**src/rtl/id_ex_stage.sv**
```systemverilog
// ID/EX pipeline register with load-use hazard detection, bubble insertion, hold and flush.
// Optional bubble counter enabled by defining ID_EX_BUBBLE_CNT_EN.
module id_ex_stage #(
   parameter int DATA_W = 32,
   parameter int REG_AW = 5,
   parameter int CNT_W  = 16
) (
   input  logic              clk_i,
   input  logic              rst_i,
   input  logic              Hold_i,
   input  logic              Flush_i,
   input  logic              RegDst_i,
   input  logic              ALUSrc_i,
   input  logic              RegWrite_i,
   input  logic              MemWrite_i,
   input  logic              MemRead_i,
   input  logic              MemtoReg_i,
   input  logic [1:0]        ALUOp_i,
   input  logic [DATA_W-1:0] RSdata_i,
   input  logic [DATA_W-1:0] RTdata_i,
   input  logic [DATA_W-1:0] SignExt_i,
   input  logic [REG_AW-1:0] RSaddr_i,
   input  logic [REG_AW-1:0] RTaddr_i,
   input  logic [REG_AW-1:0] RDaddr_i,
   input  logic [5:0]        Funct_i,
   output logic              RegDst_o,
   output logic              ALUSrc_o,
   output logic              RegWrite_o,
   output logic              MemWrite_o,
   output logic              MemRead_o,
   output logic              MemtoReg_o,
   output logic [1:0]        ALUOp_o,
   output logic [DATA_W-1:0] RSdata_o,
   output logic [DATA_W-1:0] RTdata_o,
   output logic [DATA_W-1:0] SignExt_o,
   output logic [REG_AW-1:0] RSaddr_o,
   output logic [REG_AW-1:0] RTaddr_o,
   output logic [REG_AW-1:0] RDaddr_o,
   output logic [5:0]        Funct_o,
   output logic              Valid_o,
   output logic              Stall_o
`ifdef ID_EX_BUBBLE_CNT_EN
   ,
   output logic [CNT_W-1:0]  BubbleCnt_o
`endif
);

   logic hz;
   logic bubble;

   // A load in EX whose destination feeds the instruction in ID must wait one cycle.
   assign hz     = MemRead_o & (RTaddr_o != '0) &
                   ((RTaddr_o == RSaddr_i) | (RTaddr_o == RTaddr_i));
   assign bubble = Flush_i | hz;
   assign Stall_o = hz & ~Flush_i & ~Hold_i;

   always_ff @(posedge clk_i) begin
      if (!rst_i) begin
         RegDst_o   <= 1'b0;
         ALUSrc_o   <= 1'b0;
         RegWrite_o <= 1'b0;
         MemWrite_o <= 1'b0;
         MemRead_o  <= 1'b0;
         MemtoReg_o <= 1'b0;
         ALUOp_o    <= 2'b00;
         RSdata_o   <= '0;
         RTdata_o   <= '0;
         SignExt_o  <= '0;
         RSaddr_o   <= '0;
         RTaddr_o   <= '0;
         RDaddr_o   <= '0;
         Funct_o    <= '0;
         Valid_o    <= 1'b0;
      end else if (!Hold_i) begin
         // Operand fields move on even for a bubble; only control and Valid are squashed.
         RSdata_o  <= RSdata_i;
         RTdata_o  <= RTdata_i;
         SignExt_o <= SignExt_i;
         RSaddr_o  <= RSaddr_i;
         RTaddr_o  <= RTaddr_i;
         RDaddr_o  <= RDaddr_i;
         Funct_o   <= Funct_i;
         if (bubble) begin
            RegDst_o   <= 1'b0;
            ALUSrc_o   <= 1'b0;
            RegWrite_o <= 1'b0;
            MemWrite_o <= 1'b0;
            MemRead_o  <= 1'b0;
            MemtoReg_o <= 1'b0;
            ALUOp_o    <= 2'b00;
            Valid_o    <= 1'b0;
         end else begin
            RegDst_o   <= RegDst_i;
            ALUSrc_o   <= ALUSrc_i;
            RegWrite_o <= RegWrite_i;
            MemWrite_o <= MemWrite_i;
            MemRead_o  <= MemRead_i;
            MemtoReg_o <= MemtoReg_i;
            ALUOp_o    <= ALUOp_i;
            Valid_o    <= 1'b1;
         end
      end
   end

`ifdef ID_EX_BUBBLE_CNT_EN
   // Counts inserted bubbles (flush or load-use); wraps naturally at the counter width.
   always_ff @(posedge clk_i) begin
      if (!rst_i) begin
         BubbleCnt_o <= '0;
      end else if (!Hold_i && bubble) begin
         BubbleCnt_o <= BubbleCnt_o + 1'b1;
      end
   end
`else
   logic [CNT_W-1:0] unused_cnt;
   assign unused_cnt = '0;
`endif

endmodule

```
**config.mk**
```make
export PLATFORM = sky130hd
export DESIGN_NAME = id_ex_stage
export DESIGN_NICKNAME = d
export VERILOG_FILES = /design/src/rtl/id_ex_stage.sv
export SDC_FILE = /design/constraint.sdc
export NUM_CORES = 1
export LEC_CHECK = 0
export ABC_AREA = 1
export BUFFER_PORTS_ARGS = -buffer_cell sky130_fd_sc_hd__buf_2
export CAP_MARGIN = 20
export CORE_MARGIN = 2
export CORE_UTILIZATION = 40
export DETAILED_ROUTE_END_ITERATION = 7
export GPL_TIMING_DRIVEN = 0
export PLACE_DENSITY = 0.86
export REMOVE_ABC_BUFFERS = 1
export SKIP_CTS_REPAIR_TIMING = 1
export SLEW_MARGIN = 40
export SYNTH_ARGS = -nofsm -noshare
export SYNTH_HDL_FRONTEND = slang
export SYNTH_SLANG_ARGS = --single-unit
```
**constraint.sdc**
```tcl
create_clock -name clk_i -period 1.2 [get_ports clk_i]
set_clock_uncertainty 0.2 [all_clocks]
set_input_delay 0.18 -clock clk_i [delete_from_list [all_inputs] [get_ports clk_i]]
set_output_delay 0.18 -clock clk_i [all_outputs]
set_load 0.02 [all_outputs]
```
==> results of run 1 <==
-- worst max-delay path: stages, from the launching register on --
cell and delay [ns]:
sky130_fd_sc_hd__dfxtp_4 0.38, sky130_fd_sc_hd__inv_2 0.05, sky130_fd_sc_hd__nand2_1 0.07, sky130_fd_sc_hd__nand2_1 0.06, sky130_fd_sc_hd__nor2_1 0.19, sky130_fd_sc_hd__nand3_2 0.12, sky130_fd_sc_hd__nand2_2 0.09, sky130_fd_sc_hd__nand2_4 0.06
sky130_fd_sc_hd__nor3_2 0.10, sky130_fd_sc_hd__buf_4 0.16
-- through the flow --
| step | area [um2] | power (W) |
|---|---|---|
| global placement | 5780 | 0.00615 |
| detailed placement | 5880 | 0.00620 |
| global route | 8880 | 0.0124 |
| CTS | 6430 | 0.0110 |
| finish | 8880 | 0.0120 |
| floorplan | 4330 | 0.00548 |
-- power by group --
part / internal [W] / switching [W]
clock: 0.00306 / 0.00183
sequential: 0.00453 / 0.000241
combinational: 0.00119 / 0.00119
-- cell families after synthesis --
| family | share of synthesized area, % |
|---|---|
| flops | 55.3 |
| buf+inv | 6.42 |
| xor+xnor | 0.384 |
| compound gates | 14.9 |
| simple gates | 23.0 |
-- metal layers --
layer  vias up  wire length, um  GRT usage, %
met5         -                0             0
met1      2769             7280          22.4
li1       2637                -             -
met3        99             1920          7.76
met4         0             1100          9.67
met2       431            10700          33.9
-- layout by cell type (no fill, tap or decap), drive strengths merged, types with 2 or more instances in the layout --
master,count
buf,270
nor2,223
dfxtp,126
dlygate4sd3,125
o21ai,118
nand2,34
clkbuf,28
a21oi,18
inv,15
nand3,10
clkinv,5
xnor2,2
-- worst min path at each step --
stage | start | endpoint | slack [ns]
2_1_floorplan | Hold_i | RTaddr_o[0] | 0.07
3_5_place_dp | RSdata_i[12] | RSdata_o[12] | 0.21
5_1_grt | rst_i | RSaddr_o[1] | -0.04
4_1_cts | RSdata_i[10] | RSdata_o[10] | -0.22
6_report | rst_i | RSaddr_o[1] | -0.03
3_3_place_gp | RSdata_i[9] | RSdata_o[9] | 0.20
-- area by class of cell --
cell class                 instances  area [um2]
inverter                          16        67.6
clock inverter                     6        57.6
sequential                       126        2690
fill                             537        2100
tap                              140         175
clock buffer                      26         499
timing repair buffer             397        3570
multi-input combinational        407        1820
-- registers in the layout, summed over array words and instances (netlist names) --
signal	count
RSdata_o	32
RTdata_o	32
SignExt_o	32
Funct_o	6
RDaddr_o	5
RSaddr_o	5
RTaddr_o	5
ALUOp_o	2
ALUSrc_o	1
MemRead_o	1
MemWrite_o	1
MemtoReg_o	1
RegDst_o	1
RegWrite_o	1
Valid_o	1
==> impl_summary.md, run 1 <==
Die
The region available for standard cell placement spans 11000 um2. The I/O pin total is 256. The cell row count is 38. The die covers 12300 um2. The width of the die is 111 um. The effective utilization at floorplan is 41.5%. From bottom edge to top edge, the die measures 111 um.

Yosys
The synthesized netlist contains 22 unique library cells. In the post-synthesis netlist, the biggest area contributors are sky130_fd_sc_hd__dfxtp_1 55%, sky130_fd_sc_hd__nor2_1 18%, sky130_fd_sc_hd__o21ai_0 12%. The number of enable-type register cells in the synthesized netlist is 0. In this run, synthesis produced a sequential element count of 126.

The area share of the leading cell type in the synthesized netlist is 55.3%. The count of mapped cells out of synthesis is 588. Of the synthesized area, sequential elements account for 55.3%. After synthesis the cells add up to 4560 um2. The average instance in the mapped netlist occupies 7.76 um2. Of all cell types, the one taking the most synthesized area is sky130_fd_sc_hd__dfxtp_1. The most repeated cell in the gate-level netlist after synthesis is sky130_fd_sc_hd__nor2_1. The count of warnings emitted by yosys is 0. For this run, asynchronously set or reset flops after synthesis account for 0%.

Counting instances in the post-synthesis netlist gives the leading cell types as 222 x sky130_fd_sc_hd__nor2_1, 126 x sky130_fd_sc_hd__dfxtp_1, 113 x sky130_fd_sc_hd__o21ai_0. For this run, the leading register cell type out of synthesis is sky130_fd_sc_hd__dfxtp_1.

Setup path
The most critical setup path has its startpoint at RTaddr_o[0]. The slack of the worst reg-to-reg path is -0.73 ns. The element type at the critical path start is a flip-flop. Counting cells, the worst reg-to-reg path comes to 10. The endpoint of the worst setup timing path is Stall_o.

The largest fanout on the critical path is 5. STA classifies the critical path endpoint as a primary output. The critical path is of the flip-flop to primary output type.

For the worst setup path, the data arrival time is 1.67 ns. The required time reported for the critical path endpoint is 0.82 ns. The reg-to-reg critical path endpoint is MemWrite_o. The startpoint identified for the worst register-to-register timing path is RTaddr_o[3].

Placement
The count of buffers added on input and output ports is 255. Prior to clock tree synthesis, the placed netlist has a worst setup slack of -0.569 ns. In this run, placement finished with an instance count of 947. The final estimated routing congestion in global placement is 0.795.

The placed wire-length estimate is 8650 um.

Layout
The antenna diode instance count is 0. The utilization of the core after routing is 80.9%. The post-layout net count is 1094.

The signed area change from the synthesized netlist to the final layout is 94.7%. The final non-filler cell total is 1118. In the final layout, the share of cells above drive strength 1 is 46.1%.

Clocking
TritonCTS built the clock tree. The total clock buffers created by CTS is 17. Clock latency on the worst-skew pair, taken at its later pin, is 0.41 ns. The H-tree generated during clock tree synthesis spans 4 levels. Counting every sink on the clock net gives 126. The maximum root-to-sink buffer count is 2. The buffer type at the clock tree root is sky130_fd_sc_hd__clkbuf_16. After clock tree synthesis, the clock-pin slew on the worst setup and hold paths is 0.06 ns.

Global routing
The wire length of the first global-routing pass is 20000 um. The initial antenna violation count is 0. The global router's overall resource usage is 20.2%. The number of global-route vias before repair is 4314. After global routing the overflow that remains totals 0. Entering global routing, the biggest net connects 89 pins.

Routing
Dividing the detail-routed wire length by the instance count gives 18.8 um. The overall via count from detail_route is 5936. The pre-antenna-repair detailed-routing pass consisted of 5 iterations. The per-cell via count in the routed design is 5.31.

Summed over all layers, the routed wires come to 21000 um. The number of nets still failing antenna checks after routing is 0. The residual DRC count is 0. The initial DRC count is 562.

Pwr
IR analysis of the VDD net gives a maximum drop of 0.963 mV. The power per standard cell area is 1350 nW/um2. The total leakage power is 4.13 nW.

STA
After routing, the total negative slack on setup checks comes to -12.80 ns. The worst hold slack is -0.0340 ns. The slew at the pin closest to its max-slew limit is 0.625 ns. The share of the cycle needed by the critical path after routing is 171%.

The final count of pins violating max slew is 0. The final critical delay including setup and external delays is 2.05 ns. The total setup violations reported at the end of the flow is 140.

Headroom to the max-slew limit came out at 58.3%. The setup slack of the critical path after layout is -0.854 ns. Setup repair after global routing could not meet its margin everywhere. The peak clock frequency supported by timing is 0.487 GHz.

The count of endpoints failing hold in the final timing report is 24.

Outcome
The checks that failed: hold timing, setup timing. The run finished, with violations left.

Worst hold path
The number of cells on the worst hold path is 3. The min-delay analysis places its worst path in the category primary input to flip-flop.

Run
The tool flagged a number of max-cap violations equal to 0.
(Power assumes the default switching activity.)
==> inputs of run 2 (changes only) <==
--- a/config.mk
+++ b/config.mk
@@ -8,6 +8,7 @@
 export ABC_AREA = 1
 export BUFFER_PORTS_ARGS = -buffer_cell sky130_fd_sc_hd__buf_2
 export CAP_MARGIN = 20
+export CORE_ASPECT_RATIO = 1.4
 export CORE_MARGIN = 2
 export CORE_UTILIZATION = 40
 export DETAILED_ROUTE_END_ITERATION = 7
==> impl_summary.md, run 2 (synthesis gave the netlist of run 1 again) <==
Pwr
The power per standard cell area was 1410 nW/um2 (+3.9%). The fraction of power consumed by sequential logic is 37.7% (-1.9 points). The switching part of the total power is 26.8% (-0.29 points). The switching power total is 0.00339 W (+4.2%).

The design internal power came to 0.00929 W (+5.8%). The overall power of the completed layout is 0.0127 W (+5.4%). The maximum ir drop on the vdd rail is 1.05 mV (+8.6%). The logic gate share of total power is 19.2% (-0.6 points). The clock network power share is 43.2% (+2.6 points).

The total leakage power is 4.19 nW (+1.6%).

Clocking
The clock sink total is 126 (unchanged). The maximum root-to-sink buffer count is 2 (unchanged). The number of H-tree levels is 4 (unchanged). The clock transition at the registers of the reported paths was 0.06 ns (about the same). The tree is rooted in a sky130_fd_sc_hd__clkbuf_16. The total clock buffers created by CTS came to 17 (unchanged).

The clock latency of the later-clocked register in the worst-skew pair is 0.40 ns (about the same). TritonCTS built the clock tree.

Placement
The final estimated routing congestion in global placement came to 0.781 (-1.7%). The count of input and output buffers is 255 (unchanged). The placed instance count is 951 (+0.42%). The placed wire-length estimate was 9020 um (+4.2%).

Routing
The number of detailed-routing iterations run before antenna repair is 5 (unchanged). The number of nets still failing antenna checks after routing is 0 (unchanged). The initial DRC count came to 386 (-31%).

The total detailed-routing wirelength is 21800 um (+4.0%). The overall via count from detail_route was 5975 (+0.66%). The average detailed-routed wire length per instance was 19.3 um (+3.1%). The residual DRC count is 0 (unchanged).

The per-cell via count in the routed design is 5.30 (-0.24%).

Setup path
The element type at the critical path start is a flip-flop. The required time reported for the critical path endpoint was 0.82 ns (about the same). The setup path with the least slack is of type flip-flop to primary output. The slack of the worst reg-to-reg path is -0.51 ns (+0.22 ns). The reg-to-reg critical path endpoint is MemtoReg_o. The capturing element type of the critical path is a primary output. The arrival time of the worst setup path is 1.68 ns (about the same). The largest fanout on the critical path is 5 (unchanged). In this run the critical register-to-register path is launched from RTaddr_o[1]. The worst reg-to-reg path cell count is 10 (unchanged).

STA
Setup repair after global routing could not meet its margin everywhere. The worst slew margin relative to its limit is 59.8% (+1.5 points). The slew at the pin closest to its max-slew limit came to 0.596 ns (-0.0282 ns).

The final count of pins violating max slew came to 0 (unchanged). The share of the cycle needed by the critical path after routing is 172% (+0.80 points). The peak clock frequency supported by timing was 0.485 GHz (-0.47%). The count of endpoints failing hold in the final timing report is 3 (-88%). The total setup violations reported at the end of the flow is 137 (-2.1%). The sum of negative setup slack is -9.94 ns (+2.85 ns). The final critical delay including setup and external delays is 2.06 ns (+0.00963 ns). The setup slack of the critical path after layout is -0.863 ns (-0.00963 ns). The worst hold slack is -0.00474 ns (+0.0293 ns).

Layout
The fraction of final layout cells with drive strength greater than 1 is 46.6% (+0.53 points). Leaving out fill and tap cells, the most frequent cell in the layout is sky130_fd_sc_hd__nor2_1. From synthesis to final layout, the design area changed by 97.5%. The post-layout net count came to 1100 (+0.55%). The utilization of the core after routing is 80.3% (-0.58 points). In the layout the commonest cells are 220 x sky130_fd_sc_hd__nor2_1, 128 x sky130_fd_sc_hd__buf_6, 126 x sky130_fd_sc_hd__buf_2. In the final layout, the registers with the most flip-flops are RSdata_o x32, RTdata_o x32, SignExt_o x32. The final non-filler cell total is 1128 (+0.89%). The antenna diode instance count is 0 (unchanged).

Worst hold path
In this run the most critical hold path is launched from Flush_i. The number of cells on the worst hold path was 4 (+1). The worst hold path terminates at ALUOp_o[1]. In this run the worst hold path is classified as primary input to flip-flop.

Global routing
The number of global-route vias before repair is 4149 (-3.8%). The wire length of the first global-routing pass is 19000 um (-5.4%). The total congestion overflow is 0 (unchanged). The maximum number of pins on one net before global-route repair is 82 (-7.9%).

The global router's overall resource usage is 19.6% (-0.57 points). The initial antenna violation count is 0 (unchanged).

Outcome
The final reports fail on hold timing, setup timing. The run finished, with violations left.

Die
The width of the die is 94.3 um (-15%). The height of the die is 130 um (+18%). The I/O pin total is 256 (unchanged). The core box area is 11200 um2 (+2.2%). The die outline area is 12300 um2 (+0.10%). The cell row count was 46 (+21%). The effective utilization at floorplan is 40.6% (-0.89 points).

Run
The number of maximum-capacitance constraint violations was 0 (unchanged).
==> run 2: cell types whose count changed in the layout (fill, tap and decap cells not counted), sizes merged <==
| cell | previous run | this run |
|---|---|---|
| clkbuf | 28 | 22 |
| bufinv | 1 | 4 |
| inv | 15 | 17 |
| buf | 270 | 274 |
| clkinvlp | 1 | 3 |
| nand2 | 34 | 35 |
==> run 2: worst max-delay path by stage <==
stage,slack [ns],depth (start not counted),endpoint,from
global placement,-2.97,4,RSaddr_o[0],Hold_i
floorplan,-0.47,8,Stall_o,RTaddr_o[4]
detailed placement,-0.66,6,RSaddr_o[2],Hold_i
CTS,-0.84,9,Stall_o,RTaddr_o[0]
finish,-0.86,8,Stall_o,RTaddr_o[0]
global route,-0.96,8,Stall_o,RTaddr_o[0]
==> run 2: power by group through the flow <==
stage               registers (W)  logic [W]  clock network, W
global route              0.00479    0.00256           0.00577
CTS                       0.00461    0.00151           0.00551
global placement          0.00468    0.00146                 0
floorplan                 0.00505   0.000428                 0
detailed placement        0.00470    0.00150                 0
finish                    0.00478    0.00243           0.00548
==> run 2: layout make-up <==
| class | count | area, um2 |
|---|---|---|
| timing repair buffer | 402 | 3610 |
| sequential | 126 | 2690 |
| fill | 587 | 2210 |
| multi-input combinational | 408 | 1820 |
| clock buffer | 19 | 443 |
| clock inverter | 13 | 188 |
| tap | 144 | 180 |
| inverter | 16 | 75.1 |
==> run 2: metrics by stage <==
stage               instance area [um2]  worst slack [ns]
floorplan                          4330            -0.466
global placement                   5790             -2.97
detailed placement                 5880            -0.665
CTS                                6510            -0.842
global route                       9010            -0.957
finish                             9010            -0.863
==> run 2: worst max-delay path, cell delays in order (launching register included) <==
cell and delay (ns):
sky130_fd_sc_hd__dfxtp_4 0.36, sky130_fd_sc_hd__nor2_1 0.15, sky130_fd_sc_hd__nor2_1 0.08, sky130_fd_sc_hd__nor2_1 0.10, sky130_fd_sc_hd__nand3_1 0.12, sky130_fd_sc_hd__nand2_4 0.11, sky130_fd_sc_hd__nand2_4 0.08, sky130_fd_sc_hd__nor3_2 0.13
sky130_fd_sc_hd__buf_4 0.17
==> run 2: metal layers <==
layer / GRT usage [%] / share of wire, %
met5: 0 / 0
met4: 8.78 / 6.5
met3: 5.77 / 7.6
met2: 34.2 / 53
met1: 22.0 / 33
